===== src/rtl/snake_pkg.sv =====
// Shared types for the snake game-flow sequencer: direction codes, FSM states and
// the small helpers that map between them.
package snake_pkg;

    typedef enum logic [1:0] {
        DIR_UP    = 2'b00,
        DIR_DOWN  = 2'b01,
        DIR_LEFT  = 2'b10,
        DIR_RIGHT = 2'b11
    } dir_e;

    typedef enum logic [2:0] {
        ST_INIT,
        ST_READY,
        ST_RUN,
        ST_STEP,
        ST_OVER
    } state_e;

    localparam logic [1:0] GS_INIT  = 2'd0;
    localparam logic [1:0] GS_READY = 2'd1;
    localparam logic [1:0] GS_RUN   = 2'd2;
    localparam logic [1:0] GS_OVER  = 2'd3;

    // Opposite directions differ only in the LSB of their code.
    function automatic dir_e opposite(input dir_e d);
        return dir_e'(d ^ 2'b01);
    endfunction

    function automatic logic [1:0] game_code(input state_e s);
        case (s)
            ST_INIT:          return GS_INIT;
            ST_READY:         return GS_READY;
            ST_RUN, ST_STEP:  return GS_RUN;
            default:          return GS_OVER;
        endcase
    endfunction

endpackage


===== src/rtl/snake_dir_latch.sv =====
// Synchronises the raw direction switches, priority-encodes them (up>down>left>right)
// and keeps a pending direction that never reverses the direction about to be committed.
module snake_dir_latch
    import snake_pkg::*;
(
    input  logic vga_clk_i,
    input  logic rst_i,
    input  logic clear_i,
    input  logic sw_up_i,
    input  logic sw_down_i,
    input  logic sw_left_i,
    input  logic sw_right_i,
    input  dir_e committed_dir_i,
    output dir_e pending_o,
    output logic turn_o
);

    logic [3:0] sw_meta_q, sw_sync_q;
    dir_e       pending_q, pending_d;
    dir_e       req_dir;
    logic       req_valid;

    // NOTE: every register resets asynchronously, so the outputs are defined the instant
    // rst_i rises, before any clock edge.
    // NOTE: sequential state uses non-blocking assignments so all flops sample pre-edge values.
    always_ff @(posedge vga_clk_i or posedge rst_i) begin
        if (rst_i) begin
            sw_meta_q <= '0;
            sw_sync_q <= '0;
            pending_q <= DIR_RIGHT;
        end else begin
            sw_meta_q <= {sw_up_i, sw_down_i, sw_left_i, sw_right_i};
            sw_sync_q <= sw_meta_q;
            pending_q <= pending_d;
        end
    end

    // NOTE: defaults first so no path leaves a combinational output unassigned (no latches).
    always_comb begin
        req_valid = 1'b1;
        req_dir   = DIR_RIGHT;
        pending_d = pending_q;
        if      (sw_sync_q[3]) req_dir = DIR_UP;
        else if (sw_sync_q[2]) req_dir = DIR_DOWN;
        else if (sw_sync_q[1]) req_dir = DIR_LEFT;
        else if (sw_sync_q[0]) req_dir = DIR_RIGHT;
        else                   req_valid = 1'b0;

        turn_o = req_valid && (req_dir != opposite(committed_dir_i));
        if (clear_i)     pending_d = DIR_RIGHT;
        else if (turn_o) pending_d = req_dir;
    end

    assign pending_o = pending_q;

endmodule


===== src/rtl/snake_step_scheduler.sv =====
// Game-flow sequencer: turns refresh frames into step requests with a req/ack handshake,
// commits the player direction per step, and tracks score and speed level.
module snake_step_scheduler
    import snake_pkg::*;
#(
    parameter int START_FRAMES  = 8,
    parameter int MIN_FRAMES    = 2,
    parameter int SPEEDUP_EVERY = 4,
    parameter int SCORE_W       = 8
) (
    input  logic               vga_clk_i,
    input  logic               rst_i,
    input  logic               refresh_i,
    input  logic               restart_i,
    input  logic               sw_up_i,
    input  logic               sw_down_i,
    input  logic               sw_left_i,
    input  logic               sw_right_i,
    input  logic               step_ack_i,
    input  logic               collision_i,
    input  logic               grow_i,
    output logic               init_req_o,
    output logic               step_req_o,
    output logic [1:0]         dir_o,
    output logic [1:0]         game_state_o,
    output logic [SCORE_W-1:0] score_o
);

    localparam int CNT_W  = $clog2(START_FRAMES + 1);
    localparam int GROW_W = $clog2(SPEEDUP_EVERY + 1);
    localparam logic [CNT_W-1:0]  START_C   = CNT_W'(START_FRAMES);
    localparam logic [CNT_W-1:0]  MAX_LVL   = CNT_W'(START_FRAMES - MIN_FRAMES);
    localparam logic [GROW_W-1:0] GROW_LAST = GROW_W'(SPEEDUP_EVERY - 1);

    state_e              state_q, state_d;
    dir_e                dir_q, dir_d;
    dir_e                pending_dir;
    logic                turn;
    logic [CNT_W-1:0]    count_q, count_d;
    logic [CNT_W-1:0]    level_q, level_d;
    logic [CNT_W-1:0]    frames;
    logic [GROW_W-1:0]   grow_cnt_q, grow_cnt_d;
    logic [SCORE_W-1:0]  score_q, score_d;
    logic                ref_meta_q, ref_sync_q, ref_prev_q, tick_q;

    snake_dir_latch u_dir_latch (
        .vga_clk_i       (vga_clk_i),
        .rst_i           (rst_i),
        .clear_i         (restart_i),
        .sw_up_i         (sw_up_i),
        .sw_down_i       (sw_down_i),
        .sw_left_i       (sw_left_i),
        .sw_right_i      (sw_right_i),
        .committed_dir_i (dir_d),
        .pending_o       (pending_dir),
        .turn_o          (turn)
    );

    always_ff @(posedge vga_clk_i or posedge rst_i) begin
        if (rst_i) begin
            ref_meta_q <= 1'b0;
            ref_sync_q <= 1'b0;
            ref_prev_q <= 1'b0;
            tick_q     <= 1'b0;
            state_q    <= ST_INIT;
            dir_q      <= DIR_RIGHT;
            count_q    <= '0;
            level_q    <= '0;
            grow_cnt_q <= '0;
            score_q    <= '0;
        end else begin
            ref_meta_q <= refresh_i;
            ref_sync_q <= ref_meta_q;
            ref_prev_q <= ref_sync_q;
            tick_q     <= ref_sync_q & ~ref_prev_q;
            state_q    <= state_d;
            dir_q      <= dir_d;
            count_q    <= count_d;
            level_q    <= level_d;
            grow_cnt_q <= grow_cnt_d;
            score_q    <= score_d;
        end
    end

    // The level is clamped at START-MIN, so the subtraction is the max() of the two limits.
    assign frames = START_C - level_q;

    always_comb begin
        state_d    = state_q;
        dir_d      = dir_q;
        count_d    = count_q;
        level_d    = level_q;
        grow_cnt_d = grow_cnt_q;
        score_d    = score_q;
        if (restart_i) begin
            state_d    = ST_INIT;
            dir_d      = DIR_RIGHT;
            count_d    = '0;
            level_d    = '0;
            grow_cnt_d = '0;
            score_d    = '0;
        end else begin
            case (state_q)
                ST_INIT: if (step_ack_i) state_d = ST_READY;
                ST_READY: begin
                    if (turn) begin
                        state_d = ST_RUN;
                        count_d = '0;
                    end
                end
                ST_RUN: begin
                    if (tick_q) begin
                        if (count_q == frames - 1'b1) begin
                            state_d = ST_STEP;
                            count_d = '0;
                            dir_d   = pending_dir;
                        end else begin
                            count_d = count_q + 1'b1;
                        end
                    end
                end
                ST_STEP: begin
                    if (step_ack_i) begin
                        if (collision_i) begin
                            state_d = ST_OVER;
                        end else begin
                            state_d = ST_RUN;
                            if (grow_i) begin
                                if (score_q != '1) score_d = score_q + 1'b1;
                                if (grow_cnt_q == GROW_LAST) begin
                                    grow_cnt_d = '0;
                                    if (level_q < MAX_LVL) level_d = level_q + 1'b1;
                                end else begin
                                    grow_cnt_d = grow_cnt_q + 1'b1;
                                end
                            end
                        end
                    end
                end
                ST_OVER: state_d = ST_OVER;
                default: state_d = ST_INIT;
            endcase
        end
    end

    // restart masks step_req combinationally so the request drops in the same cycle.
    assign init_req_o   = (state_q == ST_INIT);
    assign step_req_o   = (state_q == ST_STEP) && !restart_i;
    assign dir_o        = dir_q;
    assign game_state_o = game_code(state_q);
    assign score_o      = score_q;

endmodule


===== config.mk =====
export PLATFORM = sky130hd
export DESIGN_NAME = snake_step_scheduler
export DESIGN_NICKNAME = d
export VERILOG_FILES = /design/src/rtl/snake_pkg.sv /design/src/rtl/snake_dir_latch.sv /design/src/rtl/snake_step_scheduler.sv
export SDC_FILE = /design/constraint.sdc
export NUM_CORES = 1
export LEC_CHECK = 0
export CORE_MARGIN = 2
export CORE_UTILIZATION = 54
export CTS_CLUSTER_DIAMETER = 200
export DETAILED_ROUTE_END_ITERATION = 16
export PLACE_DENSITY_LB_ADDON = 0.1
export SKIP_LAST_GASP = 1
export SYNTH_ARGS = -nofsm -noshare
export SYNTH_HDL_FRONTEND = slang
export SYNTH_SLANG_ARGS = --single-unit

===== constraint.sdc =====
create_clock -name vga_clk_i -period 2 [get_ports vga_clk_i]
set_input_delay 0.3 -clock vga_clk_i [delete_from_list [all_inputs] [get_ports vga_clk_i]]
set_output_delay 0.3 -clock vga_clk_i [all_outputs]
set_load 0.02 [all_outputs]

== Word level (Yosys, flattened, before mapping) ==
Index checks and enable logic that the tools add are counted.

* Add/subtract/negate cells: 6
* Magnitude comparators: 1
* Equality and inequality tests: 14
* Muxes and demuxes: 46
* Bitwise operators: 3
* Reduce and logical (&&, ||, !) cells: 18

{| class="wikitable"
|+ Operator list
! cell !! count
|-
| $mux 8 || 6
|-
| $mux 4 || 11
|-
| $mux 3 || 13
|-
| $mux 2 || 8
|-
| $ne 3x3->1 const B || 5
|-
| $pmux 3 s5 || 1
|-
| $reduce_bool 2->1 || 7
|-
| $reduce_and 5->1 || 2
|-
| $eq 3x2->1 const B || 3
|-
| $add 4x1->4 const B || 2
|-
| $add 8x1->8 const B || 1
|-
| $ne 8x8->1 const B || 1
|-
| $pmux 4 s2 || 1
|-
| $pmux 2 s3 || 1
|-
| $reduce_and 6->1 || 1
|-
| $mux 1 || 5
|-
| $eq 4x4->1 || 1
|-
| $lt 4x3->1 const B || 1
|-
| $reduce_and 4->1 || 1
|-
| $sub 4x1->4 const B || 1
|-
| $sub 4x4->4 const A || 1
|-
| $add 3x1->3 const B || 1
|-
| $eq 3x1->1 const B || 1
|-
| $eq 3x3->1 const B || 1
|-
| 10 further kinds || 12
|}

* Bits in registers: 38
* Output and inout bits: 14

== Logic depth before layout (Yosys ltp) ==
Gate-level depths: netlist of run 1.

* Word-level depth: 13
* Depth in mapped cells: 7
* Gate-level depth less buffers: 6

== By module ==
A second synthesis of run 1 with hierarchy kept.

* Cell total of the unflattened synthesis: 172
* Area, all modules: 1,889.3 µm²

{| class="wikitable"
|+ By module, submodules not included
! module !! times used !! cells each !! area an instance (µm²) !! seq. area each (µm²)
|-
| snake_step_scheduler || 1 || 143 || 1,508.9 || 703.2
|-
| snake_dir_latch || 1 || 29 || 380.4 || 252.7
|}

== Least setup slack after synthesis of run 1 ==
Ideal clock, no wire load.

* Path kind: reg2reg
* From: reg state_q[2]
* To: reg u_dir_latch.pending_q[0], in the netlist u_dir_latch.pending_o[0]
* Setup time: 75 ps
* Data arrival time: 1,767 ps
* Data required time: 1,925 ps
* Path slack: 158 ps
* Cell stages (with the launch flop): 8
* Buffers on the path: 1
* Path through: dfrtp_1 > buf_6 > or3b_4 > nor2_2 > a311o_2 > o211ai_4 > a21oi_2 > mux2i_1

* Word-level cells in the longest chain between the ends: 7

{| class="wikitable"
|+ RTL lines
! item !! RTL line !! source
|-
| from (decl) || snake_step_scheduler.sv:35 || <nowiki>state_e state_q, state_d;</nowiki>
|-
| from (signal assigned) || snake_step_scheduler.sv:76 || <nowiki>state_q <= state_d;</nowiki>
|-
| $eq 3x2->1 * || snake_step_scheduler.sv:103 || <nowiki>case (state_q)</nowiki>
|-
| $mux 2 * || snake_step_scheduler.sv:103 ||
|-
| $mux 2 * || snake_step_scheduler.sv:95 || <nowiki>if (restart_i) begin</nowiki>
|-
| $not 1->1 (no source line) || -- ||
|-
| $ne 2x2->1 * || snake_dir_latch.sv:49 || <nowiki>turn_o = req_valid && (req_dir != opposite(committed_dir_i));</nowiki>
|-
| $logic_and 1x1->1 * || snake_dir_latch.sv:49 ||
|-
| $reduce_bool 2->1 (no source line) * || -- ||
|-
| to (signal assigned) || snake_dir_latch.sv:34 || <nowiki>pending_q <= pending_d;</nowiki>
|-
| to (decl) || snake_dir_latch.sv:19 || <nowiki>dir_e pending_q, pending_d;</nowiki>
|}

Mark *: on every way between the ends. The rest lies on a longest branch, timed or not.
A chain may end at the register's enable or synchronous reset.

== Worst setup path after layout of run 1 ==
* From: reg level_q[3]
* To: reg u_dir_latch.pending_q[0], in the netlist u_dir_latch.pending_o[0]

* Word-level cells in the longest chain between the ends: 11

{| class="wikitable"
|+ RTL lines
! item !! RTL line !! source
|-
| from (decl) || snake_step_scheduler.sv:40 || <nowiki>logic [CNT_W-1:0] level_q, level_d;</nowiki>
|-
| from (signal assigned) || snake_step_scheduler.sv:79 || <nowiki>level_q <= level_d;</nowiki>
|-
| $sub 4x4->4 * || snake_step_scheduler.sv:86 || <nowiki>assign frames = START_C - level_q;</nowiki>
|-
| $sub 4x1->4 * || snake_step_scheduler.sv:113 || <nowiki>if (count_q == frames - 1'b1) begin</nowiki>
|-
| $eq 4x4->1 * || snake_step_scheduler.sv:113 ||
|-
| $mux 2 * || snake_step_scheduler.sv:113 ||
|-
| $mux 2 * || snake_step_scheduler.sv:112 || <nowiki>if (tick_q) begin</nowiki>
|-
| $mux 2 * || snake_step_scheduler.sv:103 ||
|-
| $mux 2 * || snake_step_scheduler.sv:95 ||
|-
| $not 1->1 (no source line) || -- ||
|-
| $ne 2x2->1 * || snake_dir_latch.sv:49 ||
|-
| $logic_and 1x1->1 * || snake_dir_latch.sv:49 ||
|-
| $reduce_bool 2->1 (no source line) * || -- ||
|}

Marked as above.

==> results of run 1 <==
## per-layer routing
layer,part of all wire (%),wire (um),global-route usage [%]
met1,42,1660,27.8
met2,52,2050,36.3
met3,3.5,138,5.36
met4,1.7,68,6.79
met5,0,0,0
## how the worst max path moves through the flow
stage | start | end | slack, ps | cells after the start
2_1_floorplan | state_q[2] | u_dir_latch.pending_o[0] | 160 | 7
3_3_place_gp | restart_i | step_req_o | -50 | 4
3_5_place_dp | restart_i | u_dir_latch.pending_o[0] | -160 | 6
4_1_cts | count_q[2] | u_dir_latch.pending_o[0] | 3 | 6
5_1_grt | level_q[3] | u_dir_latch.pending_o[0] | -90 | 7
6_report | level_q[3] | u_dir_latch.pending_o[0] | 10 | 7
## final cells by class
| cell class | count | area, um2 | share of cell area, % |
|---|---|---|---|
| inverters | 7 | 26.3 | 1.05 |
| repair buffers | 50 | 435 | 17.4 |
| clock inverters | 3 | 45.0 | 1.80 |
| well taps | 46 | 57.6 | 2.30 |
| clock buffers | 5 | 37.5 | 1.50 |
| multi-input cells | 137 | 945 | 37.7 |
| flip-flops and latches | 38 | 957 | 38.2 |
## critical path: cells and delay by family (launching register included)
kind	cells	cell delay, ps
XOR/XNOR	1	200
multiplexers	1	240
flip-flops	1	440
AND/OR/NAND/NOR	1	330
buffers and inverters	1	190
AO/OA/AOI/OAI	3	520
## cells in the mapped netlist, types with 2 or more instances
| cell type | n | share of area [%] |
|---|---|---|
| a21oi_1 | 6 | 1.6 |
| clkbuf_1 | 4 | 0.79 |
| dfrtp_1 | 34 | 45 |
| dfstp_2 | 4 | 5.5 |
| ha_1 | 4 | 2.6 |
| inv_1 | 7 | 1.4 |
| mux2i_1 | 7 | 3.7 |
| nand2_1 | 13 | 2.6 |
| nand2b_1 | 5 | 1.6 |
| nand3_1 | 11 | 2.9 |
| nand3b_1 | 3 | 1.2 |
| nand4_1 | 4 | 1.3 |
| nor2_1 | 23 | 4.5 |
| nor2b_1 | 6 | 2.0 |
| nor3_1 | 3 | 0.79 |
| o211ai_1 | 4 | 1.6 |
| o21ai_0 | 11 | 2.9 |
| or3_1 | 4 | 1.3 |
| or4_1 | 2 | 0.79 |
| xnor2_1 | 6 | 2.8 |
| xor2_1 | 5 | 2.3 |
## kinds of logic after synthesis
logic type,share of synthesized area (%)
AND/OR/NAND/NOR,24.0
multiplexers,3.67
AO/OA/AOI/OAI,11.6
adder cells (fa/ha/maj),2.62
flip-flops,50.0
buffers and inverters,3.01
XOR/XNOR,5.04
## per-stage QoR
stage / total power, mW / setup WS (ps) / setup TNS, ps / area (um2)
2_1_floorplan: 0.971 / 158 / 0 / 1910
3_3_place_gp: 1.06 / -48.4 / -211 / 2330
3_5_place_dp: 1.07 / -157 / -654 / 2330
4_1_cts: 1.59 / 3.38 / 0 / 2430
5_1_grt: 1.68 / -90.1 / -230 / 2500
6_report: 1.61 / 10.6 / 0 / 2500
## registers in the layout (all words and copies together), names as in the netlist, 2 cells and up
register,cells
score_o,8
count_q,4
level_q,4
u_dir_latch.sw_meta_q,4
u_dir_latch.sw_sync_q,4
grow_cnt_q,3
state_q,3
dir_o,2
u_dir_latch.pending_o,2
## what timing repair did
item                       CTS  global route
setup endpoints to repair    9             9
pin swaps                    3            10
resized for setup            7             8
setup buffers                2             4
## power by group
group | internal [mW] | leakage [nW] | switching, mW | total [mW]
sequential | 0.801 | 0.487 | 0.0227 | 0.824
clock | 0.262 | 0.0374 | 0.257 | 0.519
combinational | 0.125 | 0.540 | 0.138 | 0.262
==> metrics, run 1 <==
outcome=completed; Layout Cells excl Fill=~290; FF+latch count, synth=38; maximum clock insertion buffer count=2; routed length per placed instance=approximately 14 um; Die Wd=between 60 and 70 um; # setup viols final=0; synthesis warning total=0; DRT Wirelength=around 3900 um; slowest CP cell=dfrtp_1; RSZ-0062 raised after global routing=true; reg2reg start=level_q[3]; fin crit period=approximately 2000 ps; Initial Utilization=between 50 and 60%; r2r worst-path depth=7; via count=between 1500 and 2000; placed wire-length estimate=about 2900 um; WHS=355 ps; dominant synthesized flop cell=dfrtp_1; Clk Latency, worst-skew pair=between 300 and 400 ps; IO Pins=25; fmax=~0.50 GHz; Fillers=256; Clock Skews=slightly below 7 ps; CP arrival=roughly 2300 ps; Slew headroom=around 53%; Post-synth EDFFs=0; number of antenna cells inserted=0; global-route wire length before repair=just under 7000 um; all-layer global routing usage=~22%; Setup Crit Path Kind=register to register; Yosys cell types=43; Sink Count=38; Buffers on Ports=24; initial antenna violation count=0; die height=63.5 um; H-tree depth=2; crit path max fanout=6; startpoint types=register; Root Driver=clkbuf_4; drt pass-1 iters=4; CP Capture Type=register; Layout Nets=around 250; CTS tree=built; Post-DRT Antenna Nets=0; Congestion Overflow GR=0; DR DRC count=0; worst path required time=between 2000 and 2500 ps; placed cells=roughly 270; GP Congestion=a little under 0.8; vias in the first global route=around 1500; share of layout cells above drive strength 1=between 20% and 30%; cell area after synthesis=1910 um2; clock buffer count from CTS=5; Avg Vias per Cell=5.42; Worst-Margin Slew=696 ps; # rows=21; Pleak=about 1.1 nW; Post-Syn Area per Cell=a little over 10 um2; clock transition at the registers of the reported paths=120 ps; cell count after synthesis=between 150 and 200; HP Class=primary input to asynchronous set/reset pin; final hold vios=0; P&R area growth vs syn=31.0%; cts hold-fix bufs=0; slowest stage delay, CP=440 ps; reported max-cap violation count=0; Async SR Flop Fraction=100%; Total Die Area=roughly 4000 um2; Slew Viols, Final=0; most common cell after layout, fill and taps aside=dfrtp_1; Seq/Total Area, Yosys=around 50%; commonest cells after routing, fill and taps aside=33 x dfrtp_1, 25 x buf_4, 22 x nor2_1; Core ar.=approximately 3400 um2; pwr dens=around 640 nW/um2; Worst VDD drop=0.475 mV; crit path cell chain=xor2_2 -> nor4_4 -> buf_4 -> a311o_2 -> o211ai_4 -> a21oi_4 -> mux2i_1; DRT iter0 DRCs=88; Period Utilization, post-route=between 90% and 100%; fin util=74.4%; largest net degree at the start of global routing=39; Reg2Reg Setup Slack=between 10 and 15 ps; R2R Path End=u_dir_latch.pending_o[0]; syn nets=203
(Power assumes the default switching activity.)
==> run 2, diff against run 1 <==
--- a/config.mk
+++ b/config.mk
@@ -5,8 +5,10 @@
 export SDC_FILE = /design/constraint.sdc
 export NUM_CORES = 1
 export LEC_CHECK = 0
+export ABC_CLOCK_PERIOD_IN_PS = 2000
+export CORE_ASPECT_RATIO = 1.4
 export CORE_MARGIN = 2
-export CORE_UTILIZATION = 54
+export CORE_UTILIZATION = 49
 export CTS_CLUSTER_DIAMETER = 200
 export DETAILED_ROUTE_END_ITERATION = 16
 export PLACE_DENSITY_LB_ADDON = 0.1
==> run 2 against run 1 <==
Fmax is 1.3% higher. Combinational power is 9.2% lower. Register-to-register slack better by 30 ps. Largest power group unchanged. Critical path type unchanged. Sequential cell count stayed put. Final area is 1.9% lower. Sequential share of layout area is 0.76 points higher. Routed wire length is 7.8% higher. Highest routed layer unchanged. Non-clock buffer count is 7 lower. Via count is 1.0% higher. Clock power is 28% higher.
==> metrics, run 2 (synthesis results as in run 1) <==
final hold vios=0 (unchanged); commonest cells after routing, fill and taps aside=33 x dfrtp_1, 22 x nor2_1, 21 x clkdlybuf4s50_1; Core ar.=3710 um2 (+10%); Clock Skews=7.77 ps (+0.976 ps); reg2reg start=state_q[1]; multi-input logic area=926 um2 (-2.0%); DRT iter0 DRCs=51 (-42%); CP Capture Type=register; Design Area, Final=2450 um2 (-1.9%); most common cell after layout, fill and taps aside=dfrtp_1; # setup viols final=0 (unchanged); Hold Startpoint=u_dir_latch.sw_meta_q[3]; routed length per placed instance=15.3 um (+12%); DRT Wirelength=4220 um (+7.8%); placed wire-length estimate=3140 um (+9.8%); Sink Count=38 (unchanged); DR DRC count=0 (unchanged); via count=1565 (+1.0%); # rows=26 (+24%); Period Utilization, post-route=98.2% (-1.3 points); maximum clock insertion buffer count=2 (unchanged); Total Die Area=4420 um2 (+9.7%); Congestion Overflow GR=0 (unchanged); IO Pins=25 (unchanged); number of flip-flops under the largest register name=8 (unchanged); fin crit period=1960 ps (-26.0 ps); Fillers=306 (+20%); RSZ-0062 raised after global routing=true; R2R Path End=state_q[1]; CTS tree=built; die height=77.9 um (+23%); Post-DP Area=2310 um2 (-0.54%); HP Class=register to register; Avg Vias per Cell=5.69 (+5.1%); Post-DRT Antenna Nets=0 (unchanged); Setup Crit Path Kind=register to register; r2r worst-path depth=6 (-1); initial antenna violation count=0 (unchanged); outcome=completed; Pwr Total=1.73 mW (+7.8%); reported max-cap violation count=0 (unchanged); Pleak=1.05 nW (-1.5%); crit path max fanout=6 (unchanged); Root Driver=clkbuf_8; clock transition at the registers of the reported paths=80 ps (-40 ps); cts hold-fix bufs=0 (unchanged); drt pass-1 iters=5 (+1); Buffers on Ports=24 (unchanged); Worst VDD drop=0.573 mV (+21%); clock buffer count from CTS=5 (unchanged); global-route wire length before repair=7090 um (+4.4%); CP arrival=2160 ps (-110 ps); WHS=350 ps (-4.58 ps); largest net degree at the start of global routing=39 (unchanged); Reg2Reg Setup Slack=40 ps (+30 ps); Die Wd=56.8 um (-11%); GP Congestion=0.801 (+1.9%); Worst-Margin Slew=646 ps (-50.0 ps); startpoint types=register; pwr dens=705 nW/um2 (+10%); P&R area growth vs syn=28.5%; vias in the first global route=1584 (+3.5%); share of layout cells above drive strength 1=20.2% (-3.2 points); Register Area=957 um2 (unchanged); Setup crit end=state_q[1]; Initial Utilization=51.5% (-5.3 points); Slew headroom=56.6% (+3.4 points); all-layer global routing usage=21.0% (-0.69 points); Layout Nets=247 (-2.8%); worst path required time=2190 ps (-90 ps); crit path from=state_q[1]; Clk Latency, worst-skew pair=310 ps (-30 ps); H-tree depth=2 (unchanged); number of antenna cells inserted=0 (unchanged); fmax=0.509 GHz (+1.3%); Slew Viols, Final=0 (unchanged)
## run 2: cell type report
cell class	count	share of cell area [%]
Clock buffer	5	2.80
Clock inverter	3	1.83
Inverter	7	1.07
Multi-Input combinational cell	137	37.7
Sequential cell	38	39.0
Tap cell	42	2.14
Timing Repair Buffer	43	15.4
## run 2: timing repair
action | in CTS | in global routing
endpoints found under the setup margin | 5 | 7
pin swaps | 0 | 1
resized for setup | 4 | 5
hold endpoints to repair | 0 | 0
setup buffers | 0 | 0
## run 2: worst min-delay path by stage
stage / cells past startpoint / to / slack, ps
3_3_place_gp: 0 / u_dir_latch.sw_sync_q[2] / 330
2_1_floorplan: 0 / ref_sync_q / 330
4_1_cts: 0 / u_dir_latch.sw_sync_q[3] / 350
3_5_place_dp: 0 / u_dir_latch.sw_sync_q[3] / 340
6_report: 0 / u_dir_latch.sw_sync_q[3] / 350
5_1_grt: 0 / u_dir_latch.sw_sync_q[2] / 360
## run 2: worst max-delay path, stage by stage (launching register included)
cell and delay [ps]:
dfrtp_1 430, or3b_4 430, nor2_2 180, nand2_2 150, mux2i_2 290, a21oi_4 130
a32o_1 250
## run 2: routing by layer
layer | routed length, um | part of all wire (%) | track usage, %
met4 | 172 | 4.1 | 12.3
met5 | 0 | 0 | 0
met2 | 2160 | 51 | 35.3
met3 | 198 | 4.7 | 5.00
met1 | 1690 | 40 | 24.0
## run 2: per-stage QoR
| stage | setup TNS [ps] | instances | util [%] | setup WS (ps) |
|---|---|---|---|---|
| 6_report | 0 | 275 | 66.2 | 36.6 |
| 5_1_grt | -61.1 | 275 | 66.2 | -36.0 |
| 4_1_cts | 0 | 275 | 65.5 | 18.3 |
| 3_5_place_dp | -806 | 267 | 62.4 | -157 |
| 3_3_place_gp | -449 | 267 | 62.4 | -78.1 |
| 2_1_floorplan | 0 | 188 | - | 158 |
## run 2: power by group
| group | switching [mW] | internal [mW] | leakage, nW |
|---|---|---|---|
| Combinational | 0.128 | 0.111 | 0.511 |
| Clock | 0.295 | 0.371 | 0.0504 |
| Sequential | 0.0271 | 0.800 | 0.486 |
| Total | 0.450 | 1.28 | 1.05 |
==> run 3, diff against run 2 <==
--- a/config.mk
+++ b/config.mk
@@ -12,6 +12,7 @@
 export CTS_CLUSTER_DIAMETER = 200
 export DETAILED_ROUTE_END_ITERATION = 16
 export PLACE_DENSITY_LB_ADDON = 0.1
+export RECOVER_POWER = 100
 export SKIP_LAST_GASP = 1
 export SYNTH_ARGS = -nofsm -noshare
 export SYNTH_HDL_FRONTEND = slang
==> constraint.sdc (replaced) <==
create_clock -name vga_clk_i -period 2 [get_ports vga_clk_i]
set_input_delay 0.2 -clock vga_clk_i [delete_from_list [all_inputs] [get_ports vga_clk_i]]
set_output_delay 0.2 -clock vga_clk_i [all_outputs]
set_load 0.02 [all_outputs]
==> run 3 against run 2 <==
Final cell count fell by 0.36%. Setup slack better by 53 ps. Sequential power about the same. Critical path depth up 1. Clock-buffer cell count stayed put. Die area is the same. First-iteration DRC count decreased by 37%. Core utilization fell by 0.34 points. Sequential cell count unchanged. Worst hold slack got worse by 0.55 ps. Sequential share of layout area increased by 0.20 points. Total power rose by 0.51%. Critical path type unchanged. Largest cell class unchanged.
==> metrics, run 3 (synthesis results as in run 1) <==
outcome=completed; CTS tree=built; H-tree depth=2 (unchanged); initial antenna violation count=0 (unchanged); DRT iter0 DRCs=32 (-37%); slowest CP cell=dfrtp_1; Slew Viols, Final=0 (unchanged); Core ar.=3710 um2 (unchanged); Clk Latency, worst-skew pair=300 ps (about the same); Pleak=1.06 nW (+1.2%); Sink Count=38 (unchanged); most common cell after layout, fill and taps aside=dfrtp_1; all-layer global routing usage=20.0% (-1.1 points); WHS=350 ps (-0.551 ps); worst path required time=2180 ps (about the same); vias in the first global route=1576 (-0.51%); crit path from=count_q[3]; Root Driver=clkbuf_8; RSZ-0062 raised after global routing=false; fin crit period=1910 ps (-52.7 ps); DR DRC count=0 (unchanged); IO Pins=25 (unchanged); routed length per placed instance=14.6 um (-4.8%); critical path depth in cells=7 (+1); Register Area=957 um2 (unchanged); crit path max fanout=6 (unchanged); R2R Path End=state_q[1]; Post-DP Area=2300 um2 (-0.65%); reg2reg start=count_q[3]; Slew headroom=38.6% (-18 points); Initial Utilization=51.5% (unchanged); Congestion Overflow GR=0 (unchanged); maximum clock insertion buffer count=2 (unchanged); DRT Wirelength=4000 um (-5.1%); number of antenna cells inserted=0 (unchanged); Avg Vias per Cell=5.60 (-1.6%); Reg2Reg Setup Slack=90 ps (+50 ps); CP Capture Type=register; Worst-Margin Slew=920 ps (+275 ps); clock buffer count from CTS=5 (unchanged); startpoint types=register; Buffers on Ports=24 (unchanged); number of flip-flops under the largest register name=8 (unchanged); pwr dens=712 nW/um2 (+1.0%); placed cells=265 (-0.75%); cts hold-fix bufs=0 (unchanged); P&R area growth vs syn=27.8%; GP Congestion=0.825 (+3.0%); Layout Nets=246 (-0.40%); r2r worst-path depth=7 (+1); slowest stage delay, CP=430 ps (about the same); Setup Crit Path Kind=register to register; multi-input logic area=936 um2 (+1.1%); reported max-cap violation count=0 (unchanged); Worst VDD drop=0.661 mV (+15%); Die Wd=56.8 um (unchanged); HP Class=register to register; number of buffers and inverters on the critical path=1 (+1); Fillers=313 (+2.3%); final hold vios=0 (unchanged); clock transition at the registers of the reported paths=90 ps (about the same); via count=1534 (-2.0%); Post-DRT Antenna Nets=0 (unchanged); Design Area, Final=2440 um2 (-0.51%); CP arrival=2090 ps (-70 ps); # setup viols final=0 (unchanged); Setup WS post-layout=89.3 ps (+52.7 ps); die height=77.9 um (unchanged); worst slack, placed=-30.0 ps (+127 ps); Total Die Area=4420 um2 (unchanged); crit path cell chain=xor2_1 -> nor4_4 -> buf_4 -> a2111o_1 -> o211ai_4 -> a21oi_4 -> a32o_1; fin util=65.9% (-0.34 points); commonest cells after routing, fill and taps aside=33 x dfrtp_1, 22 x nor2_1, 16 x dlygate4sd3_1; drt pass-1 iters=4 (-1); global-route wire length before repair=6880 um (-2.9%); Setup crit end=state_q[1]; fmax=0.523 GHz (+2.8%); # rows=26 (unchanged); CP top delay family=compound AO/OA/AOI/OAI gates; Period Utilization, post-route=95.5% (-2.6 points); final setup TNS=0 ps (unchanged); Layout Cells excl Fill=274 (-0.36%); Clock Skews=10.3 ps (+2.55 ps); largest net degree at the start of global routing=39 (unchanged); placed wire-length estimate=2920 um (-6.9%); Pwr Total=1.74 mW (+0.51%); share of layout cells above drive strength 1=18.1% (-2.1 points)
-- run 3: how the worst min path moves through the flow --
stage / from / end / slack [ps] / cells after the start
2_1_floorplan: refresh_i / ref_meta_q / 230 / 0
5_1_grt: u_dir_latch.sw_meta_q[2] / u_dir_latch.sw_sync_q[2] / 360 / 0
3_5_place_dp: u_dir_latch.sw_meta_q[2] / u_dir_latch.sw_sync_q[2] / 340 / 0
4_1_cts: refresh_i / ref_meta_q / 330 / 1
6_report: u_dir_latch.sw_meta_q[2] / u_dir_latch.sw_sync_q[2] / 350 / 0
3_3_place_gp: u_dir_latch.sw_meta_q[3] / u_dir_latch.sw_sync_q[3] / 330 / 0
-- run 3: report_power, final --
| group | switching [mW] | internal [mW] | total [mW] |
|---|---|---|---|
| Sequential | 0.0242 | 0.800 | 0.824 |
| Combinational | 0.132 | 0.119 | 0.251 |
| Clock | 0.294 | 0.371 | 0.665 |
| Total | 0.450 | 1.29 | 1.74 |
-- run 3: repair_timing --
item | in CTS | in global routing
resized for setup | 3 | 8
setup buffers | 0 | 1
pin swaps | 0 | 2
hold endpoints to repair | 0 | 0
endpoints found under the setup margin | 3 | 6
cloned | 0 | 0
-- run 3: final cells by class --
cell class | instances | share of cell area, %
clock inverter | 3 | 1.84
clock buffer | 5 | 2.82
timing repair buffer | 42 | 14.6
sequential | 38 | 39.2
inverter | 7 | 1.08
multi-input combinational | 137 | 38.3
tap | 42 | 2.15
-- run 3: per-layer routing --
layer | track usage, % | routed length [um] | vias to the layer above
li1 | - | - | 748
met5 | 0 | 0 | -
met2 | 33.8 | 2100 | 29
met4 | 9.07 | 79 | 0
met1 | 24.2 | 1710 | 748
met3 | 4.17 | 120 | 9
